--- src/rtl/apb_ram_arbiter_if.sv ---
// Requester command/response and APB bus bundle used by apb_ram_arbiter.
// Requester i occupies [i*ADDR_W +: ADDR_W] / [i*DATA_W +: DATA_W] of the packed command fields.
interface apb_ram_arbiter_if #(
    parameter int unsigned NUM_REQ = 2,
    parameter int unsigned ADDR_W  = 32,
    parameter int unsigned DATA_W  = 32
);
    logic [NUM_REQ-1:0]        req;
    logic [NUM_REQ-1:0]        req_write;
    logic [NUM_REQ*ADDR_W-1:0] req_addr;
    logic [NUM_REQ*DATA_W-1:0] req_wdata;
    logic [NUM_REQ-1:0]        done;
    logic [DATA_W-1:0]         rsp_rdata;
    logic                      rsp_err;

    logic                      psel;
    logic                      penable;
    logic                      pwrite;
    logic [ADDR_W-1:0]         paddr;
    logic [DATA_W-1:0]         pwdata;
    logic [DATA_W-1:0]         prdata;
    logic                      pready;
    logic                      pslverr;

    modport master (
        input  req, req_write, req_addr, req_wdata, prdata, pready, pslverr,
        output done, rsp_rdata, rsp_err, psel, penable, pwrite, paddr, pwdata
    );

    modport slave (
        output req, req_write, req_addr, req_wdata, prdata, pready, pslverr,
        input  done, rsp_rdata, rsp_err, psel, penable, pwrite, paddr, pwdata
    );
endinterface

--- src/rtl/apb_ram_arbiter.sv ---
// Round-robin APB master sharing one APB RAM slave among NUM_REQ req/done requesters.
// Optional macro APB_TIMEOUT_EN aborts an ACCESS phase after TIMEOUT_CYCLES cycles without pready.
module apb_ram_arbiter #(
    parameter int unsigned NUM_REQ        = 2,
    parameter int unsigned ADDR_W         = 32,
    parameter int unsigned DATA_W         = 32,
    parameter int unsigned TIMEOUT_CYCLES = 16
) (
    input logic               pclk,
    input logic               preset,
    apb_ram_arbiter_if.master bus
);
    localparam int unsigned IDX_W = (NUM_REQ > 1) ? $clog2(NUM_REQ) : 1;

    if (NUM_REQ < 2 || NUM_REQ > 8 || TIMEOUT_CYCLES < 1) begin : g_param_check
        $error("apb_ram_arbiter: unsupported parameter set");
    end

    typedef enum logic [1:0] {
        S_IDLE,
        S_SETUP,
        S_ACCESS
    } state_e;

    state_e              state_q, state_d;
    logic [IDX_W-1:0]    ptr_q, ptr_d;
    logic [IDX_W-1:0]    gnt_q, gnt_d;
    logic                psel_q, psel_d;
    logic                penable_q, penable_d;
    logic                pwrite_q, pwrite_d;
    logic [ADDR_W-1:0]   paddr_q, paddr_d;
    logic [DATA_W-1:0]   pwdata_q, pwdata_d;
    logic [NUM_REQ-1:0]  done_q, done_d;
    logic [DATA_W-1:0]   rdata_q, rdata_d;
    logic                err_q, err_d;

    logic                pick_valid_c;
    logic [IDX_W-1:0]    pick_idx_c;
    logic [IDX_W:0]      cand_c;
    logic [IDX_W-1:0]    ptr_next_c;
    logic [NUM_REQ-1:0]  done_onehot_c;

`ifdef APB_TIMEOUT_EN
    localparam int unsigned TMO_W = (TIMEOUT_CYCLES > 1) ? $clog2(TIMEOUT_CYCLES) : 1;
    logic [TMO_W-1:0]    tmo_q, tmo_d;
`endif

    // First requesting index at or after the pointer, wrapping modulo NUM_REQ.
    always_comb begin
        pick_valid_c = 1'b0;
        pick_idx_c   = '0;
        cand_c       = '0;
        for (int unsigned i = 0; i < NUM_REQ; i++) begin
            cand_c = {1'b0, ptr_q} + (IDX_W+1)'(i);
            if (cand_c >= (IDX_W+1)'(NUM_REQ)) begin
                cand_c = cand_c - (IDX_W+1)'(NUM_REQ);
            end
            if (!pick_valid_c && bus.req[cand_c[IDX_W-1:0]]) begin
                pick_valid_c = 1'b1;
                pick_idx_c   = cand_c[IDX_W-1:0];
            end
        end
    end

    assign ptr_next_c    = (gnt_q == IDX_W'(NUM_REQ - 1)) ? '0 : gnt_q + 1'b1;
    assign done_onehot_c = NUM_REQ'(1) << gnt_q;

    always_comb begin
        state_d   = state_q;
        ptr_d     = ptr_q;
        gnt_d     = gnt_q;
        psel_d    = psel_q;
        penable_d = penable_q;
        pwrite_d  = pwrite_q;
        paddr_d   = paddr_q;
        pwdata_d  = pwdata_q;
        done_d    = '0;
        rdata_d   = rdata_q;
        err_d     = err_q;
`ifdef APB_TIMEOUT_EN
        tmo_d     = tmo_q;
`endif
        unique case (state_q)
            S_IDLE: begin
                psel_d    = 1'b0;
                penable_d = 1'b0;
                pwrite_d  = 1'b0;
                if (pick_valid_c) begin
                    gnt_d    = pick_idx_c;
                    psel_d   = 1'b1;
                    pwrite_d = bus.req_write[pick_idx_c];
                    paddr_d  = bus.req_addr[pick_idx_c*ADDR_W +: ADDR_W];
                    pwdata_d = bus.req_wdata[pick_idx_c*DATA_W +: DATA_W];
                    state_d  = S_SETUP;
                end
            end
            S_SETUP: begin
                penable_d = 1'b1;
                state_d   = S_ACCESS;
`ifdef APB_TIMEOUT_EN
                tmo_d     = '0;
`endif
            end
            S_ACCESS: begin
                if (bus.pready) begin
                    psel_d    = 1'b0;
                    penable_d = 1'b0;
                    done_d    = done_onehot_c;
                    err_d     = bus.pslverr;
                    rdata_d   = pwrite_q ? '0 : bus.prdata;
                    ptr_d     = ptr_next_c;
                    state_d   = S_IDLE;
                end
`ifdef APB_TIMEOUT_EN
                // Slave never answered: complete with an error so the requester is released.
                else if (tmo_q == TMO_W'(TIMEOUT_CYCLES - 1)) begin
                    psel_d    = 1'b0;
                    penable_d = 1'b0;
                    done_d    = done_onehot_c;
                    err_d     = 1'b1;
                    rdata_d   = '0;
                    ptr_d     = ptr_next_c;
                    state_d   = S_IDLE;
                end else begin
                    tmo_d = tmo_q + 1'b1;
                end
`endif
            end
            default: state_d = S_IDLE;
        endcase
    end

    always_ff @(posedge pclk or posedge preset) begin
        if (preset) begin
            state_q   <= S_IDLE;
            ptr_q     <= '0;
            gnt_q     <= '0;
            psel_q    <= 1'b0;
            penable_q <= 1'b0;
            pwrite_q  <= 1'b0;
            paddr_q   <= '0;
            pwdata_q  <= '0;
            done_q    <= '0;
            rdata_q   <= '0;
            err_q     <= 1'b0;
`ifdef APB_TIMEOUT_EN
            tmo_q     <= '0;
`endif
        end else begin
            state_q   <= state_d;
            ptr_q     <= ptr_d;
            gnt_q     <= gnt_d;
            psel_q    <= psel_d;
            penable_q <= penable_d;
            pwrite_q  <= pwrite_d;
            paddr_q   <= paddr_d;
            pwdata_q  <= pwdata_d;
            done_q    <= done_d;
            rdata_q   <= rdata_d;
            err_q     <= err_d;
`ifdef APB_TIMEOUT_EN
            tmo_q     <= tmo_d;
`endif
        end
    end

    assign bus.psel      = psel_q;
    assign bus.penable   = penable_q;
    assign bus.pwrite    = pwrite_q;
    assign bus.paddr     = paddr_q;
    assign bus.pwdata    = pwdata_q;
    assign bus.done      = done_q;
    assign bus.rsp_rdata = rdata_q;
    assign bus.rsp_err   = err_q;
endmodule

--- src/flat_wrapper.sv ---
// flat-port wrapper written by rule: the top's interface ports become plain ports
module apb_ram_arbiter_flat 
#(
    parameter int unsigned NUM_REQ        = 2,
    parameter int unsigned ADDR_W         = 32,
    parameter int unsigned DATA_W         = 32,
    parameter int unsigned TIMEOUT_CYCLES = 16
)
  (pclk, preset, bus_req, bus_req_write, bus_req_addr, bus_req_wdata, bus_prdata, bus_pready, bus_pslverr, bus_done, bus_rsp_rdata, bus_rsp_err, bus_psel, bus_penable, bus_pwrite, bus_paddr, bus_pwdata);
  apb_ram_arbiter_if #(.NUM_REQ(NUM_REQ), .ADDR_W(ADDR_W), .DATA_W(DATA_W)) bus_i ();
  input logic pclk;
  input logic preset;
  input wire logic [$bits(bus_i.req)-1:0] bus_req;
  input wire logic [$bits(bus_i.req_write)-1:0] bus_req_write;
  input wire logic [$bits(bus_i.req_addr)-1:0] bus_req_addr;
  input wire logic [$bits(bus_i.req_wdata)-1:0] bus_req_wdata;
  input wire logic [$bits(bus_i.prdata)-1:0] bus_prdata;
  input wire logic [$bits(bus_i.pready)-1:0] bus_pready;
  input wire logic [$bits(bus_i.pslverr)-1:0] bus_pslverr;
  output wire logic [$bits(bus_i.done)-1:0] bus_done;
  output wire logic [$bits(bus_i.rsp_rdata)-1:0] bus_rsp_rdata;
  output wire logic [$bits(bus_i.rsp_err)-1:0] bus_rsp_err;
  output wire logic [$bits(bus_i.psel)-1:0] bus_psel;
  output wire logic [$bits(bus_i.penable)-1:0] bus_penable;
  output wire logic [$bits(bus_i.pwrite)-1:0] bus_pwrite;
  output wire logic [$bits(bus_i.paddr)-1:0] bus_paddr;
  output wire logic [$bits(bus_i.pwdata)-1:0] bus_pwdata;
  assign bus_i.req = bus_req;
  assign bus_i.req_write = bus_req_write;
  assign bus_i.req_addr = bus_req_addr;
  assign bus_i.req_wdata = bus_req_wdata;
  assign bus_i.prdata = bus_prdata;
  assign bus_i.pready = bus_pready;
  assign bus_i.pslverr = bus_pslverr;
  assign bus_done = bus_i.done;
  assign bus_rsp_rdata = bus_i.rsp_rdata;
  assign bus_rsp_err = bus_i.rsp_err;
  assign bus_psel = bus_i.psel;
  assign bus_penable = bus_i.penable;
  assign bus_pwrite = bus_i.pwrite;
  assign bus_paddr = bus_i.paddr;
  assign bus_pwdata = bus_i.pwdata;
  apb_ram_arbiter #(.NUM_REQ(NUM_REQ), .ADDR_W(ADDR_W), .DATA_W(DATA_W), .TIMEOUT_CYCLES(TIMEOUT_CYCLES)) u_core (.pclk(pclk), .preset(preset), .bus(bus_i));
endmodule
--- config.mk ---
export PLATFORM = sky130hd
export DESIGN_NAME = apb_ram_arbiter_flat
export DESIGN_NICKNAME = d
export VERILOG_FILES = /design/src/rtl/apb_ram_arbiter_if.sv /design/src/rtl/apb_ram_arbiter.sv /design/src/flat_wrapper.sv
export SDC_FILE = /design/constraint.sdc
export NUM_CORES = 1
export LEC_CHECK = 0
export CAP_MARGIN = 40
export CORE_ASPECT_RATIO = 2
export CORE_MARGIN = 8
export CORE_UTILIZATION = 40
export CTS_BUF_LIST = sky130_fd_sc_hd__clkbuf_2 sky130_fd_sc_hd__clkbuf_4 sky130_fd_sc_hd__clkbuf_8
export DETAILED_ROUTE_END_ITERATION = 10
export HOLD_SLACK_MARGIN = 0.02
export MAX_ROUTING_LAYER = met4
export PLACE_DENSITY_LB_ADDON = 0.1
export SKIP_LAST_GASP = 1
export SLEW_MARGIN = 5
export SYNTH_ARGS = -nofsm -noshare
export SYNTH_HDL_FRONTEND = slang
export SYNTH_SLANG_ARGS = --single-unit
--- constraint.sdc ---
create_clock -name pclk -period 4.3 [get_ports pclk]
set_clock_uncertainty 0.1 [all_clocks]
set_input_delay 0.645 -clock pclk [delete_from_list [all_inputs] [get_ports pclk]]
set_output_delay 0.645 -clock pclk [all_outputs]
set_load 0.02 [all_outputs]
## Yosys cells after proc, flatten, opt, wreduce, memory -nomap -nowiden

Index checks and enable logic that the tools add are counted.

| cells by class | value |
|---|---|
| $add $sub $neg | 4 |
| $lt $le $gt $ge | 5 |
| eq/ne operators | 4 |
| shift-type cells | 3 |
| muxes and demuxes | 24 |
| reduce and logical (&&, ||, !) cells | 10 |

Operators with widths:

| operator | number |
|---|---|
| $shiftx A64 B7 Y32 | 2 |
| $mux W32 | 1 |
| $mux W1 | 16 |
| $reduce_and A2 Y1 | 5 |
| $mux W2 | 4 |
| $lt A1 B2 Y1 const B | 3 |
| $pmux W2 S3 | 1 |
| $pmux W1 S3 | 1 |
| $reduce_bool A3 Y1 | 1 |
| $add A1 B1 Y2 const B | 1 |
| $eq A2 B1 Y1 const B | 1 |
| $eq A2 B2 Y1 const B | 1 |
| $ge A1 B2 Y1 const B | 1 |
| $ge A2 B2 Y1 const B | 1 |
| $logic_not A2 Y1 | 1 |
| $ne A2 B1 Y1 const B | 1 |
| $ne A2 B2 Y1 const B | 1 |
| $pmux W1 S2 | 1 |
| $reduce_bool A2 Y1 | 1 |
| $shl A1 B1 Y2 const A | 1 |
| $sub A1 B1 Y1 const B | 2 |
| $add A1 B1 Y1 const B | 1 |
| $logic_and A1 B1 Y1 | 1 |
| $logic_not A1 Y1 | 1 |

| word-level totals | value |
|---|---|
| register bits | 106 |
| input port bits | 168 |
| output and inout bits | 102 |
| logic and storage cells | 61 |

## Logic depth before layout (Yosys ltp)

| depth | value |
|---|---|
| depth in word-level cells | 11 |
| mapped depth | 6 |
| mapped depth without buffers | 3 |

## Least setup slack after synthesis

No wires, ideal clock.

| timing path | value |
|---|---|
| kind | input to register |
| from | in bus_req[1] |
| to | reg u_core.paddr_q[29], in the netlist u_core.bus.paddr[29] |
| setup time | 0.081 ns |
| data arrival time | 1.512 ns |
| data required time | 4.119 ns |
| path slack | 2.607 ns |
| stages on the path | 6 |
| buffers on the path | 3 |
| cell sequence | or2_1 and2_1 clkbuf_1 buf_6 buf_6 a31oi_2 |

| on the way | value |
|---|---|
| word-level cells in the longest chain between the ends | 7 |
| elaborated cells on any way between the ends | 12 |
| classes of those cells | shift (1); mux (8); reduce/logical (3) |

RTL lines:

| element | line | RTL |
|---|---|---|
| start: declaration | flat_wrapper.sv:13 | `input wire logic [$bits(bus_i.req)-1:0] bus_req;` |
| $mux W1 (implied by the code) (2 in a row) | apb_ram_arbiter.sv:58 | `if (!pick_valid_c && bus.req[cand_c[IDX_W-1:0]]) begin` |
| $mux W1 | apb_ram_arbiter.sv:58 |  |
| $logic_not A1 Y1 | apb_ram_arbiter.sv:58 |  |
| $logic_and A1 B1 Y1 | apb_ram_arbiter.sv:58 |  |
| $mux W1 | apb_ram_arbiter.sv:58 |  |
| $shiftx A64 B7 Y32 or $reduce_and A2 Y1 (tied branches) | - |  |
| end signal: assignment | apb_ram_arbiter.sv:156 | `paddr_q <= paddr_d;` |
| end: declaration | apb_ram_arbiter.sv:31 | `logic [ADDR_W-1:0] paddr_q, paddr_d;` |

Parallel ways exist; a longest one is shown, timed or not. The select of a mux whose other input is x is not followed.
A chain may end at the register's enable or synchronous reset.

## Final worst setup path

| timing path | value |
|---|---|
| from | reg u_core.pwrite_q, in the netlist u_core.bus.pwrite |
| to | out bus_pwrite |

RTL lines:

| element | line | RTL |
|---|---|---|
| start: declaration | apb_ram_arbiter.sv:30 | `logic pwrite_q, pwrite_d;` |
| start signal: assignment | apb_ram_arbiter.sv:155 | `pwrite_q <= pwrite_d;` |
| end: declaration | flat_wrapper.sv:25 | `output wire logic [$bits(bus_i.pwrite)-1:0] bus_pwrite;` |

No word-level cell between the ends.

==> run_results.csv <==
group,metric,value,unit
synthesis,synth_top_area_share,53.2,%
critical_path,crit_buf_inv,1,
synthesis,yosysMostFrequentCell,"dfrtp_1",
drt,dr.max_layer_used,"met4",
cts,numCtsBuffers,9,
drt,drt_pass1_iterations,4,
global_routing,grt_pass1_vias,5571,
global_routing,grt_usage,24.3,%
timing,slew_viol_final,0,
die,die-height,174,µm
timing,setup_slack,1.53,ns
run,drv_cap,0,
critical_path,cp_top_family,"flip-flops",
drt,wl_per_cell,20.8,µm
cts,cts_root_buf,"clkbuf_8",
critical_path,cp-end-kind,"output port",
synthesis,syn-num-nets,713,
status,status,"completed",
place,port-buffer-count,269,
critical_path,critPathLaunchType,"flip-flop",
place,dp_hpwl,14100,µm
drt,avgViaCountPerCell,5.59,
synthesis,synth_seq_cells,106,
power_and_ir_drop,power_density,667,nW/µm²
die,die_w,94.9,µm
drt,drt-met1-wl,7030,µm
drt,drc_errors,0,
cts,clockBufferDepth,2,
critical_path,max_stage_delay,0.90,ns
timing,period_share,64.4,%
synthesis,synth_area_leaders,"dfrtp_1 (53%), o21ai_0 (9.7%), a31oi_1 (6.8%)",
critical_path,crit_path_cell_trace,"clkdlybuf4s50_1",
critical_path,critPathArrivalTime,2.02,ns
layout,fill_cells,1051,
cts,cts_tree,"yes",
drt,vias,5210,
drt,first_iter_violations,376,
synthesis,syn_avg_cell_area,9.14,µm²
synthesis,synthCells,545,
global_routing,grt_max_degree,68,
timing,min_period,2.77,ns
synthesis,synth-edff-count,0,
place,place.gp.congestion,0.834,
timing,rsz0062_at_grt,"no",
cts,clk_latency,0.36,ns
cts,clkSlewWorstSetupHoldPaths,0.09,ns
global_routing,antenna_found_initial,4,
timing,final-setup-viol-count,0,
global_routing,grt_overflow_total,0,
die,core_area,12100,µm²
layout,area_growth,59.4,%
drt,wl_met2,10100,µm
place,place_ws,1.45,ns
layout,fin_cells,932,
place,placedCellCount,913,
hold_path,worstHoldPathType,"flip-flop to flip-flop",
synthesis,seq_area_frac_synth,53.2,%
synthesis,synthArstFlopShare,100,%
timing,hold_viol_final,0,
power_and_ir_drop,peakVddDrop,0.386,mV
die,initial_utilization,41.1,%
power_and_ir_drop,p_leak,0.00313,µW
synthesis,synth_common_cells,"dfrtp_1 (106), o21ai_0 (97), a21oi_1 (66), nand3_1 (66), a31oi_1 (54)",
layout,fin_nets,945,
cts,ctsHtreeMaxLevel,3,
cts,cts.sinks,106,
critical_path,cp_max_fo,34,
critical_path,r2r-start,"u_core.ptr_q$_DFFE_PP0P_",
synthesis,synth.cell_area,4980,µm²
die,io_pins,270,
cts,cts-resized-gates,0,
synthesis,synth-main-ff-cell,"dfrtp_1",
die,fp-row-count,57,
drt,wl_met3,1410,µm
cts,postCtsSetupBuffers,0,
cts,hold_buffers,0,
critical_path,crit_slowest_cell,"dfrtp_1",
hold_path,hp-start,"u_core.gnt_q$_DFFE_PP0P_",
global_routing,grt_pass1_wl,30600,µm
drt,antenna_left,0,
timing,slew_headroom,39.3,%
die,die_area,16500,µm²
critical_path,required,3.56,ns
timing,worstMarginPinSlew,0.908,ns
critical_path,cp-startpoint,"u_core.bus.pwrite$_DFFE_PP0P_",
synthesis,yosysWarnings,0,
synthesis,synth_largest_area_cell,"dfrtp_1",
synthesis,synthDistinctLibCells,27,
timing,max_freq,0.361,GHz
timing,setup_tns,0,ns
critical_path,critical_path_class,"flip-flop to output port",
drt,wl,19400,µm
layout,drive_gt1_share,6.15,%
-- layer usage --
layer  up-vias  GRT usage (%)
met3        44           6.12
met4         0           12.3
met1      2530           26.3
li1       2414              -
met2       222           39.8
met5         -              -
-- state kept, by name (all words and copies together), names as in the netlist --
name / count
u_core.bus.done: 2
u_core.bus.paddr: 32
u_core.bus.penable: 1
u_core.bus.psel: 1
u_core.bus.pwdata: 32
u_core.bus.pwrite: 1
u_core.bus.rsp_err: 1
u_core.bus.rsp_rdata: 32
u_core.gnt_q: 1
u_core.ptr_q: 1
u_core.state_q: 2
-- power breakdown --
group	internal, µW	total, µW	leakage [µW]	switching [µW]
clock network	290	632	0.000103	341
logic	1320	2900	0.00177	1590
registers	1470	1760	0.00125	297
total	3070	5300	0.00313	2220
-- layout by cell type, fill, tap and decap left out, drive strengths merged --
| cell | Yosys | routed |
|---|---|---|
| mux2i | 1 | 1 |
| nand3 | 66 | 66 |
| or2 | 2 | 2 |
| dfrtp | 106 | 106 |
| nor2b | 2 | 2 |
| nand3b | 1 | 1 |
| nand2b | 34 | 34 |
| clkdlybuf4s50 | 0 | 268 |
| nand2 | 33 | 33 |
| a21oi | 66 | 66 |
| clkinv | 0 | 3 |
| diode | 0 | 4 |
| a31oi | 64 | 64 |
| buf | 16 | 13 |
| o2111ai | 1 | 1 |
| inv | 5 | 5 |
| and2 | 1 | 1 |
| nand4 | 1 | 1 |
| mux2 | 1 | 1 |
| o21ai | 97 | 97 |
| clkbuf | 44 | 11 |
| nor2 | 3 | 3 |
| bufinv | 0 | 1 |
| a31o | 1 | 1 |
-- cell families (layout without fill, tap and decap cells) --
kind of cell / Yosys count / in the layout / synth area share [%]
simple gates: 143 / 143 / 14.6
other cells: 0 / 4 / 0
compound gates: 229 / 229 / 26.0
mux: 2 / 2 / 0.427
flops: 106 / 106 / 53.2
buf+inv: 65 / 301 / 5.75
-- path summary, 6_finish.rpt --
check                      slack [ns]  cells past startpoint                                end
max                              1.53                      1                         bus_pwrite
min                              0.34                      1       u_core.bus.done[0]$_DFF_PP0_
max reg2reg                      2.17                      4  u_core.bus.pwdata[22]$_DFFE_PP0P_
min reg2reg                      0.34                      1       u_core.bus.done[0]$_DFF_PP0_
max in group asynchronous        2.68                      4   u_core.bus.paddr[11]$_DFFE_PP0P_
min in group asynchronous        0.47                      2  u_core.bus.pwdata[18]$_DFFE_PP0P_
-- area by class of cell --
type	count	area (µm²)	area share [%]
Inverter	5	21.3	0.268
Timing Repair Buffer	281	2820	35.5
Clock inverter	4	52.6	0.662
Antenna cell	4	10.0	0.126
Sequential cell	106	2650	33.4
Tap cell	147	184	2.32
Clock buffer	11	145	1.83
Multi-Input combinational cell	374	2060	25.9
-- through the flow --
step           util, %  total power, µW  area [µm²]  hold WS [ns]
5_1_grt           65.5             5630        7940         0.370
3_5_place_dp      63.8             4700        7730         0.322
3_3_place_gp      63.3             4610        7670         0.313
6_report          65.5             5300        7940         0.343
2_1_floorplan        -             3300        4980         0.303
4_1_cts           65.4             5340        7930         0.337
(Power assumes the default switching activity.)
